--- config.mk ---
export PLATFORM = sky130hd
export DESIGN_NAME = reflet_irq_source
export DESIGN_NICKNAME = d
export VERILOG_FILES = /design/src/rtl/reflet_irq_source_pkg.sv /design/src/rtl/reflet_irq_source_line.sv /design/src/rtl/reflet_irq_source.sv
export SDC_FILE = /design/constraint.sdc
export NUM_CORES = 1
export LEC_CHECK = 0
export ABC_CLOCK_PERIOD_IN_PS = 1500
export CORE_MARGIN = 2
export CORE_UTILIZATION = 44
export DETAILED_ROUTE_END_ITERATION = 8
export GPL_TIMING_DRIVEN = 0
export HOLD_SLACK_MARGIN = 0.08
export MAX_ROUTING_LAYER = met4
export PLACE_DENSITY = 0.81
export SYNTH_ARGS = -nofsm -noshare
export SYNTH_HDL_FRONTEND = slang
export SYNTH_SLANG_ARGS = --single-unit
--- constraint.sdc ---
create_clock -name clk -period 1.5 [get_ports clk]
set_clock_uncertainty 0.05 [all_clocks]
set_input_delay 0.375 -clock clk [delete_from_list [all_inputs] [get_ports clk]]
set_output_delay 0.375 -clock clk [all_outputs]
set_load 0.005 [all_outputs]
--- src/rtl/reflet_irq_source_pkg.sv ---
// reflet_irq_source_pkg
// Shared definitions for the interrupt request source: register map
// addresses and the number of interrupt lines.
package reflet_irq_source_pkg;

    localparam int irq_lines = 4;

    typedef enum logic [1:0] {
        irq_addr_pending = 2'd0,
        irq_addr_enable  = 2'd1,
        irq_addr_mode    = 2'd2,
        irq_addr_timer   = 2'd3
    } irq_addr_t;

endpackage

--- src/rtl/reflet_irq_source_line.sv ---
// reflet_irq_line
// One interrupt line: synchronizer chain, edge history, level/edge
// selection and the pending latch.
//
// Ports:
//   clk       clock
//   reset     synchronous active-high reset
//   event_in  asynchronous device event
//   mode      0 = level, 1 = rising edge
//   set       extra set source (timer tick), independent of mode
//   clear     write-1-to-clear strobe for this line
//   pending   latched request
module reflet_irq_line #(
    parameter int sync_stages = 2
) (
    input  logic clk,
    input  logic reset,
    input  logic event_in,
    input  logic mode,
    input  logic set,
    input  logic clear,
    output logic pending
);

    logic [sync_stages-1:0] sync_q;
    logic                   prev_q;
    logic                   s;
    logic                   set_cond;

    assign s = sync_q[sync_stages-1];

    // Edge mode requires the previous synchronized sample to be low.
    assign set_cond = s & (~mode | ~prev_q);

    // NOTE: sequential state uses non-blocking assignments so every flop
    // samples the pre-edge value of its neighbours (the shift chain depends on it).
    always_ff @(posedge clk) begin
        if (reset) begin
            sync_q  <= '0;
            prev_q  <= 1'b0;
            pending <= 1'b0;
        end else begin
            sync_q  <= {sync_q[sync_stages-2:0], event_in};
            // prev tracks s in every mode so a later switch to edge mode
            // does not see a stale low and fire a spurious edge.
            prev_q  <= s;
            // Set takes priority over a simultaneous clear.
            pending <= set_cond | set | (pending & ~clear);
        end
    end

endmodule

--- src/rtl/reflet_irq_source.sv ---
// reflet_irq_source
// Peripheral interrupt request generator. Four asynchronous event lines are
// synchronized, qualified by level/edge mode, latched as pending and masked by
// enable to drive the ext_int level bus.
//
// Optional feature: define REFLET_IRQ_TIMER_EN to add a periodic timer on
// line 3 controlled by the TIMER_RELOAD register (addr 3).
//
// Ports:
//   clk       clock
//   reset     synchronous active-high reset
//   event_in  [3:0] asynchronous device events
//   addr      [1:0] register select (0 PENDING, 1 ENABLE, 2 MODE, 3 TIMER_RELOAD)
//   data_in   [wordsize-1:0] write data
//   write_en  register write strobe
//   read_en   register read strobe
//   data_out  [wordsize-1:0] read data, valid the cycle after read_en, else 0
//   ext_int   [3:0] interrupt levels (pending & enable)
module reflet_irq_source
    import reflet_irq_source_pkg::*;
#(
    parameter int wordsize    = 16,
    parameter int sync_stages = 2
) (
    input  logic                 clk,
    input  logic                 reset,
    input  logic [irq_lines-1:0] event_in,
    input  logic [1:0]           addr,
    input  logic [wordsize-1:0]  data_in,
    input  logic                 write_en,
    input  logic                 read_en,
    output logic [wordsize-1:0]  data_out,
    output logic [irq_lines-1:0] ext_int
);

    irq_addr_t            reg_sel;
    logic [irq_lines-1:0] pending;
    logic [irq_lines-1:0] enable_q;
    logic [irq_lines-1:0] mode_q;
    logic [irq_lines-1:0] clear_vec;
    logic [irq_lines-1:0] ext_set;
    logic [wordsize-1:0]  rd_val;
    logic                 tick;

    assign reg_sel   = irq_addr_t'(addr);
    assign clear_vec = (write_en && reg_sel == irq_addr_pending) ? data_in[irq_lines-1:0] : '0;
    assign ext_set   = {tick, {(irq_lines-1){1'b0}}};
    assign ext_int   = pending & enable_q;

    for (genvar n = 0; n < irq_lines; n++) begin : g_line
        reflet_irq_line #(
            .sync_stages(sync_stages)
        ) u_line (
            .clk     (clk),
            .reset   (reset),
            .event_in(event_in[n]),
            .mode    (mode_q[n]),
            .set     (ext_set[n]),
            .clear   (clear_vec[n]),
            .pending (pending[n])
        );
    end

`ifdef REFLET_IRQ_TIMER_EN
    logic [wordsize-1:0] reload_q;
    logic [wordsize-1:0] count_q;

    // Tick fires in the cycle the counter sits at 0 while running; the
    // period is therefore reload+1 cycles.
    assign tick = (reload_q != '0) && (count_q == '0);

    always_ff @(posedge clk) begin
        if (reset) begin
            reload_q <= '0;
            count_q  <= '0;
        end else if (write_en && reg_sel == irq_addr_timer) begin
            reload_q <= data_in;
            count_q  <= data_in;
        end else if (reload_q != '0) begin
            count_q <= tick ? reload_q : count_q - 1'b1;
        end
    end
`else
    logic unused_data_in;

    assign tick           = 1'b0;
    assign unused_data_in = ^data_in[wordsize-1:irq_lines];
`endif

    // NOTE: every variable driven here receives a default first, so no
    // path through the case can leave it unassigned and infer a latch.
    always_comb begin
        rd_val = '0;
        case (reg_sel)
            irq_addr_pending: rd_val[irq_lines-1:0] = pending;
            irq_addr_enable:  rd_val[irq_lines-1:0] = enable_q;
            irq_addr_mode:    rd_val[irq_lines-1:0] = mode_q;
            irq_addr_timer: begin
`ifdef REFLET_IRQ_TIMER_EN
                rd_val = reload_q;
`endif
            end
            default: rd_val = '0;
        endcase
    end

    always_ff @(posedge clk) begin
        if (reset) begin
            enable_q <= '0;
            mode_q   <= '0;
            data_out <= '0;
        end else begin
            // Sampled from pre-edge state, so a same-cycle write is not seen.
            data_out <= read_en ? rd_val : '0;
            if (write_en && reg_sel == irq_addr_enable) enable_q <= data_in[irq_lines-1:0];
            if (write_en && reg_sel == irq_addr_mode)   mode_q   <= data_in[irq_lines-1:0];
        end
    end

endmodule
==> impl_metrics.py, run 1 <==
metrics = {
    "synth": {
        "synth_fa_ha_area_share_pct": 0,
        "synth_seq_area_share_pct": 50.7,
        "synth_top_family_by_area": "simple AND/OR/NAND/NOR gates",
        "syn_inst": 106,
        "synth_mux_area_share_pct": 10.9,
        "syn-cell-area_um2": 1100,
        "yosys.area.top_type": "dfxtp_1",
        "ys_top_cells_by_area": "dfxtp_1, mux2i_1, buf_4",
        "synth_seq_cells": 28,
        "synthDominantCellAreaShare_pct": 50.7,
        "yosysWarningCount": 0,
        "synth-compound-area-share_pct": 6.91,
        "synth-xor-area-share_pct": 0,
        "ys_types": 20,
        "synth_area_per_cell_um2": 10.4,
        "synth-simple-area-share_pct": 21.2,
    },
    "finish": {
        "regArea_um2": 572,
        "layout-drive-gt1-share_pct": 29.3,
        "fin_util_pct": 61.9,
        "area_growth_syn_to_layout_pct": 36.4,
        "design_area_um2": 1510,
        "multi_input_area_um2": 475,
        "diodes": 0,
        "n_fill_cell": 206,
        "fin_nets": 177,
    },
    "critical_path": {
        "crit_cells": 2,
        "crit_required_ns": 1.07,
        "worst_setup_path_start_kind": "register",
        "cp_cell_sequence": "and2_1 -> clkdlybuf4s15_1",
        "cp.buffers_inverters": 1,
        "crit_type": "register to output port",
        "max_stage_delay_ns": 0.35,
        "critical_path.max_fanout": 2,
        "r2r.worst_path.cells": 4,
        "cpMaxStageDelayCell": "dfxtp_2",
        "critical-path-top-delay-family": "flip-flops",
        "endpoint_kind": "output port",
        "worstPathArrival_ns": 1.02,
    },
    "timing": {
        "slew_viol_final": 0,
        "finalSetupViolCount": 0,
        "period_share_pct": 96.2,
        "fmax_mhz": 693,
        "hold_violations": 0,
        "rsz0062_at_grt": "no",
        "period_needed_ns": 1.44,
    },
    "die": {
        "core_area_um2": 2430,
        "rows": 18,
        "die_x_um": 54.1,
        "pin_count": 46,
        "die-height_um": 54.1,
        "start_util_pct": 45.4,
        "fp.dieArea_um2": 2930,
    },
    "run_status": {
        "outcome": "finished clean",
    },
    "power": {
        "power.density_nw_per_um2": 954,
        "ir_drop_mv": 0.785,
        "power_uw": 1440,
        "p_leak_uw": 0.000740,
    },
    "place": {
        "dp_hpwl_mm": 1.44,
        "place.gp.congestion": 0.745,
        "post_dp_cell_area_um2": 1380,
        "io_buffer_count": 20,
    },
    "job": {
        "cap_violations": 0,
    },
    "cts": {
        "cts_tree": "yes",
        "postCtsHoldBufs": 0,
        "clk_latency_ns": 0.34,
        "cts-htree-levels": 1,
        "cts_root_buf": "clkbuf_4",
        "clockBufferDepth": 2,
        "cts_made_buffers": 3,
        "clock-sinks": 28,
        "clk_pin_slew_ns": 0.15,
    },
    "grt": {
        "grt_max_degree": 17,
        "grt_pass1_vias": 719,
        "antenna_found_initial": 0,
        "grt_usage_pct": 16.8,
        "grt_pass1_wl_mm": 3.20,
        "grt_overflow": 0,
    },
    "worst_hold_path": {
        "hold_path_class": "primary input to register",
        "hold_path_depth": 3,
    },
    "drt": {
        "wl_per_cell_um": 11.4,
        "viasPerCell": 4.51,
        "drt_iter0_markers": 9,
        "dr_total_vias": 811,
        "drt-total-wl_mm": 2.06,
        "drc": 0,
        "first_pass_iters": 4,
        "final_antenna_net_count": 0,
    },
}
-- report_power, final --
| group | internal, uW | total (uW) | leakage, uW | switching (uW) |
|---|---|---|---|---|
| Sequential | 773 | 783 | 0.000233 | 9.96 |
| Combinational | 101 | 167 | 0.000479 | 65.9 |
| Clock | 271 | 487 | 0.0000279 | 216 |
| Total | 1140 | 1440 | 0.000740 | 292 |
-- logic make-up after synthesis --
| kind of cell | count (synthesis) |
|---|---|
| compound gates | 12 |
| buf+inv | 15 |
| flops | 28 |
| mux | 12 |
| other cells | 1 |
| simple gates | 38 |
-- metal layers --
layer,routed length (um),vias up,global-route usage (%)
li1,-,414,-
met1,894,372,16.8
met2,1030,20,28.7
met3,73,5,4.17
met4,62,0,11.3
met5,0,-,-
-- cell usage after synthesis --
cell,count
clkbuf_1,1
a22o_1,3
conb_1,1
buf_2,1
buf_4,12
nand2_1,9
a21bo_2,1
o21ai_1,4
nor3b_4,1
dfxtp_1,28
a21oi_1,4
and2_1,4
nor2b_1,8
or3b_4,1
and4bb_2,1
and2b_1,4
nor2_1,8
buf_6,1
mux2i_1,12
nand3b_2,2
-- layout make-up --
type                       count  share of cell area [%]
clock buffer                   3                    1.50
timing repair buffer          29                    17.1
multi-input combinational     74                    31.6
tap                           30                    2.49
sequential                    28                    38.0
clock inverter                 1                    1.99
buffer                        15                    7.39
-- final timing paths --
kind	startpoint	to	slack [ns]
setup / recovery	enable_q[3]	ext_int[3]	0.06
setup reg to reg	g_line[2].u_line.pending	data_out[2]	0.57
hold reg to reg	g_line[3].u_line.sync_q[0]	g_line[3].u_line.sync_q[1]	0.39
hold / removal	addr[1]	data_out[1]	0.31
-- cell usage in the layout, fill, tap and decap left out, drive strengths merged --
cell type and count:
and4bb 1, clkdlybuf4s50 12, or3b 1, nor2b 8, a22o 3, clkdlybuf4s15 3
buf 23, nor2 8, mux2i 12, nand2 9, bufinv 1, nor3b 1
a21bo 1, clkbuf 5, nand3b 2, dlygate4sd2 4, a21oi 4, dfxtp 28
conb 12, and2b 4, and2 4, o21ai 4
-- worst min-delay path, stage by stage --
cell and delay (ns):
buf_6 0.12, mux2i_1 0.08, o21ai_1 0.10
-- flip-flops by register name (all words and copies together) (netlist names) --
signal                 flops
g_line.u_line.sync_q       8
enable_q                   4
g_line.u_line.pending      4
mode_q                     4
g_line.u_line.prev_q       4
data_out                   4
-- through the flow --
| step | hold slack [ns] | cells | TNS (ns) | setup slack, ns |
|---|---|---|---|---|
| 6_report | 0.314 | 180 | 0 | 0.0567 |
| 5_1_grt | 0.321 | 180 | 0 | 0.00414 |
| 4_1_cts | 0.320 | 179 | 0 | 0.00432 |
| 3_5_place_dp | 0.373 | 167 | -5.05 | -0.368 |
| 3_3_place_gp | 0.363 | 167 | -4.06 | -0.321 |
| 2_1_floorplan | 0.361 | 117 | 0 | 0.370 |
-- timing repair --
| item | in CTS | in global routing |
|---|---|---|
| setup endpoints to repair | 9 | 2 |
| resized for setup | 21 | 2 |
| setup buffers | 8 | 1 |
Note: power is estimated with default switching activity, not from simulation.
==> inputs of run 2 (changes only) <==
- SKIP_CTS_REPAIR_TIMING: unset -> 1
==> run 2 against run 1 <==
Sequential cell count unchanged. Count of clock-buffer cells in the layout stayed put. Core utilization fell by 0.051 points. Setup slack gained 0.043 ns. Sequential share of layout area is 0.052 points lower. Critical path depth unchanged. Die area stayed put. Largest cell class unchanged. Hold slack better by 0.012 ns.
==> impl_metrics.py, run 2 (synthesis gave the netlist of run 1 again) <==
metrics = {
    "finish": {
        "n_fill_cell": 209,
        "final_cell_mix": "dfxtp_1, buf_4, mux2i_1, conb_1, clkdlybuf4s50_1",
        "final_common_cell": "dfxtp_1",
        "top_register": "g_line.u_line.sync_q",
        "area_growth_syn_to_layout_pct": 36.2,
        "multi_input_area_um2": 475,
        "fin_util_pct": 61.9,
        "layout.cells.non_filler": 176,
        "layout-drive-gt1-share_pct": 26.0,
        "diodes": 0,
        "design_area_um2": 1510,
        "largest_reg_flops": 8,
        "fin_nets": 173,
        "regArea_um2": 571,
    },
    "die": {
        "rows": 18,
        "die_x_um": 54.1,
        "die-height_um": 54.1,
        "fp.dieArea_um2": 2930,
        "start_util_pct": 45.4,
        "core_area_um2": 2430,
        "pin_count": 46,
    },
    "drt": {
        "drt-total-wl_mm": 2.04,
        "wl_per_cell_um": 11.6,
        "viasPerCell": 4.55,
        "drt_iter0_markers": 10,
        "dr_total_vias": 801,
        "final_antenna_net_count": 0,
        "first_pass_iters": 4,
        "drc": 0,
    },
    "critical_path": {
        "worstPathArrival_ns": 0.98,
        "crit_type": "register to output port",
        "endpoint_kind": "output port",
        "cp.buffers_inverters": 1,
        "crit_required_ns": 1.07,
        "max_stage_delay_ns": 0.35,
        "cpMaxStageDelayCell": "dfxtp_2",
        "worst_setup_path_start_kind": "register",
        "cp_cell_sequence": "and2_1 -> dlymetal6s2s_1",
        "critical_path.max_fanout": 3,
        "critical-path-top-delay-family": "flip-flops",
    },
    "power": {
        "netSwitchingPower_uw": 286,
        "p_clk_share_pct": 33.8,
        "ir_drop_mv": 0.780,
        "p_leak_uw": 0.000842,
        "combPwrFrac_pct": 11.1,
        "power.density_nw_per_um2": 947,
        "switching_share_pct": 20.1,
        "intPower_uw": 1140,
        "p_seq_share_pct": 55.1,
    },
    "place": {
        "post_dp_cell_area_um2": 1380,
        "place.gp.congestion": 0.745,
        "place_inst": 167,
        "io_buffer_count": 20,
        "dp_hpwl_mm": 1.44,
    },
    "timing": {
        "hold_violations": 0,
        "slew_viol_final": 0,
        "period_share_pct": 93.4,
        "period_needed_ns": 1.40,
        "fmax_mhz": 714,
        "rsz0062_at_grt": "no",
        "finalSetupViolCount": 0,
    },
    "grt": {
        "grt_util_met2_pct": 26.8,
        "grt_overflow": 0,
        "grt_most_used_layer": "met2",
        "grt_pass1_vias": 691,
        "grt_max_degree": 17,
        "grt_usage_pct": 16.0,
        "grt_pass1_wl_mm": 3.07,
        "use_met1_pct": 16.2,
        "grt_util_met3_pct": 4.17,
        "antenna_found_initial": 0,
    },
    "cts": {
        "clk_latency_ns": 0.33,
        "cts_root_buf": "clkbuf_4",
        "cts-htree-levels": 1,
        "clock-sinks": 28,
        "clk_pin_slew_ns": 0.14,
        "cts_made_buffers": 3,
        "clockBufferDepth": 2,
        "cts_tree": "yes",
    },
    "worst_hold_path": {
        "hold_path_class": "primary input to register",
    },
    "job": {
        "cap_violations": 0,
    },
    "run_status": {
        "outcome": "finished clean",
    },
}
-- run 2: changes by cell type in the layout (fill, tap and decap cells not counted) --
cell,previous run,this run
dlymetal6s2s_1,0,8
buf_4,21,17
clkdlybuf4s15_1,3,0
clkbuf_2,2,1
dfxtp_1,19,20
dlygate4sd2_1,4,0
dfxtp_2,9,8
-- run 2: area by class of cell --
| cell class | count | share of cell area [%] |
|---|---|---|
| buffer | 15 | 7.40 |
| tap | 30 | 2.49 |
| clock buffer | 3 | 1.50 |
| timing repair buffer | 25 | 17.1 |
| sequential | 28 | 37.9 |
| multi-input combinational | 74 | 31.6 |
| clock inverter | 1 | 2.00 |
-- run 2: worst register-to-register path, delay by kind of cell (launching register included) --
kind	cells	cell delay (ns)
DFF	1	0.34
muxes	1	0.19
buffers and inverters	1	0.13
and+or+nand+nor	1	0.07
-- run 2: through the flow --
step | power (uW) | TNS [ns] | hold WS [ns] | setup WS [ns]
after floorplan | 888 | 0 | 0.361 | 0.370
after global placement | 943 | -4.06 | 0.363 | -0.321
after detailed placement | 949 | -5.05 | 0.373 | -0.368
after CTS | 1430 | -1.52 | 0.320 | -0.285
after global routing | 1480 | 0 | 0.326 | 0.0456
final | 1430 | 0 | 0.326 | 0.0997
-- run 2: power by group through the flow --
stage / Clock (uW) / Sequential, uW / Combinational [uW]
6_report: 482 / 785 / 158
5_1_grt: 516 / 789 / 175
4_1_cts: 500 / 784 / 149
3_5_place_dp: 0 / 800 / 148
3_3_place_gp: 0 / 799 / 145
2_1_floorplan: 0 / 797 / 91.8
-- run 2: final timing paths --
check                                   from                         end  cells past startpoint  slack, ns
setup / recovery    g_line[1].u_line.pending                  ext_int[1]                      2        0.1
hold / removal                       addr[1]                 data_out[1]                      3       0.33
setup reg to reg                 enable_q[2]                 enable_q[2]                      3       0.62
hold reg to reg   g_line[3].u_line.sync_q[0]  g_line[3].u_line.sync_q[1]                      1       0.39
-- run 2: routing by layer --
metal	up-vias	part of all wire [%]
met3	5	5.5
met2	18	50
met4	0	2.8
li1	407	-
met5	-	0
met1	371	42
==> inputs of run 3 (changes only) <==
- PLACE_DENSITY: 0.81 -> 0.92
- SLEW_MARGIN: unset -> 10
==> run 3 against run 2 <==
Power shrank 9.1%. Via count down 0.25%. Maximum frequency is 1.2% higher. Count of clock-buffer cells in the layout is 1 higher. Critical path type unchanged. Global-route usage shrank 0.26 points. Sequential power about the same. Design area decreased by 1.1%. Sequential share of layout area grew 0.41 points. Hold slack gained 0.021 ns. Core utilization decreased by 0.67 points. Register-to-register slack improved by 0.03 ns. Routed wire length increased by 0.15%.
==> impl_metrics.py, run 3 (synthesis gave the netlist of run 1 again) <==
metrics = {
    "run_status": {
        "outcome": "finished clean",
    },
    "drt": {
        "drc": 0,
        "dr_total_vias": 799,
        "drt_iter0_markers": 12,
        "drt-total-wl_mm": 2.04,
        "final_antenna_net_count": 0,
        "wl_per_cell_um": 11.6,
        "first_pass_iters": 4,
        "viasPerCell": 4.54,
    },
    "grt": {
        "grt_util_met2_pct": 29.7,
        "grt_max_degree": 16,
        "grt_pass1_vias": 719,
        "use_met1_pct": 16.1,
        "grt_pass1_wl_mm": 3.16,
        "grt_util_met3_pct": 2.50,
        "grt_usage_pct": 15.8,
        "grt_overflow": 0,
        "antenna_found_initial": 0,
        "grt_most_used_layer": "met2",
    },
    "timing": {
        "period_share_pct": 92.3,
        "rsz0062_at_grt": "no",
        "period_needed_ns": 1.38,
        "hold_slack_ns": 0.347,
        "fmax_mhz": 723,
        "hold_violations": 0,
        "slew_viol_final": 0,
        "layout_setup_ws_ns": 0.116,
        "finalSetupViolCount": 0,
    },
    "die": {
        "die-height_um": 54.1,
        "rows": 18,
        "core_area_um2": 2430,
        "pin_count": 46,
        "fp.dieArea_um2": 2930,
        "die_x_um": 54.1,
        "start_util_pct": 45.4,
    },
    "finish": {
        "diodes": 0,
        "largest_reg_flops": 8,
        "layout-drive-gt1-share_pct": 26.0,
        "n_fill_cell": 210,
        "fin_util_pct": 61.2,
        "fin_nets": 173,
        "top_register": "g_line.u_line.sync_q",
        "layout.cells.non_filler": 176,
        "area_growth_syn_to_layout_pct": 34.8,
        "final_cell_mix": "dfxtp_1, buf_4, mux2i_1, conb_1, clkdlybuf4s50_1",
        "final_common_cell": "dfxtp_1",
    },
    "cts": {
        "cts_tree": "yes",
        "clk_latency_ns": 0.32,
        "cts_root_buf": "clkbuf_4",
        "clock-sinks": 28,
        "cts-htree-levels": 1,
        "cts_made_buffers": 3,
        "clk_pin_slew_ns": 0.14,
        "clockBufferDepth": 2,
    },
    "power": {
        "power_uw": 1300,
        "p_leak_uw": 0.000835,
        "ir_drop_mv": 0.471,
        "power.density_nw_per_um2": 870,
    },
    "job": {
        "cap_violations": 0,
    },
    "place": {
        "place_inst": 167,
        "io_buffer_count": 20,
        "dp_hpwl_mm": 1.47,
        "pre_cts_ws_ns": -0.320,
        "place.gp.congestion": 0.781,
    },
    "critical_path": {
        "crit_type": "register to output port",
        "crit_required_ns": 1.07,
        "critical_path.max_fanout": 3,
        "worstPathArrival_ns": 0.96,
        "endpoint_kind": "output port",
        "reg2reg_setup_slack_ns": 0.65,
        "worst_setup_path_start_kind": "register",
    },
    "worst_hold_path": {
        "hold_path_class": "primary input to register",
    },
}
==> run 3: cell count changes in the layout (fill, tap and decap cells not counted) <==
cell and delta:
bufinv_16 -1, clkbuf_8 +1
==> run 3: layout make-up <==
class | instances | area (um2) | area share (%)
Sequential cell | 28 | 571 | 38.3
Clock buffer | 4 | 36.3 | 2.44
Timing Repair Buffer | 25 | 258 | 17.3
Multi-Input combinational cell | 74 | 475 | 31.9
Buffer | 15 | 111 | 7.48
Tap cell | 30 | 37.5 | 2.52
==> run 3: where the power goes <==
group | leakage [uW] | switching [uW] | internal [uW]
sequential | 0.000232 | 11.5 | 773
combinational | 0.000582 | 63.6 | 96.1
clock | 0.0000210 | 203 | 148
total | 0.000835 | 278 | 1020
==> run 3: per-layer routing <==
layer,share of wire [%],routed length [um]
met2,53,1070
met5,0,0
met3,4.1,84
met1,42,856
met4,1.3,27
==> run 3: final timing paths <==
kind,endpoint,from,depth (start not counted)
worst max register to register,data_out[2],g_line[2].u_line.pending,3
worst min-delay path,data_out[3],addr[1],3
worst max-delay path,ext_int[3],g_line[3].u_line.pending,2
worst min register to register,g_line[0].u_line.sync_q[1],g_line[0].u_line.sync_q[0],1
==> run 3: through the flow <==
step                TNS [ns]  area (um2)
global route               0        1490
CTS                    -1.33        1420
floorplan                  0        1150
global placement       -3.69        1380
finish                     0        1490
detailed placement     -4.48        1380
==> run 3: worst max-delay path, stage by stage (launching register included) <==
cell and delay, ns:
dfxtp_2 0.35, and2_1 0.15, dlymetal6s2s_1 0.14
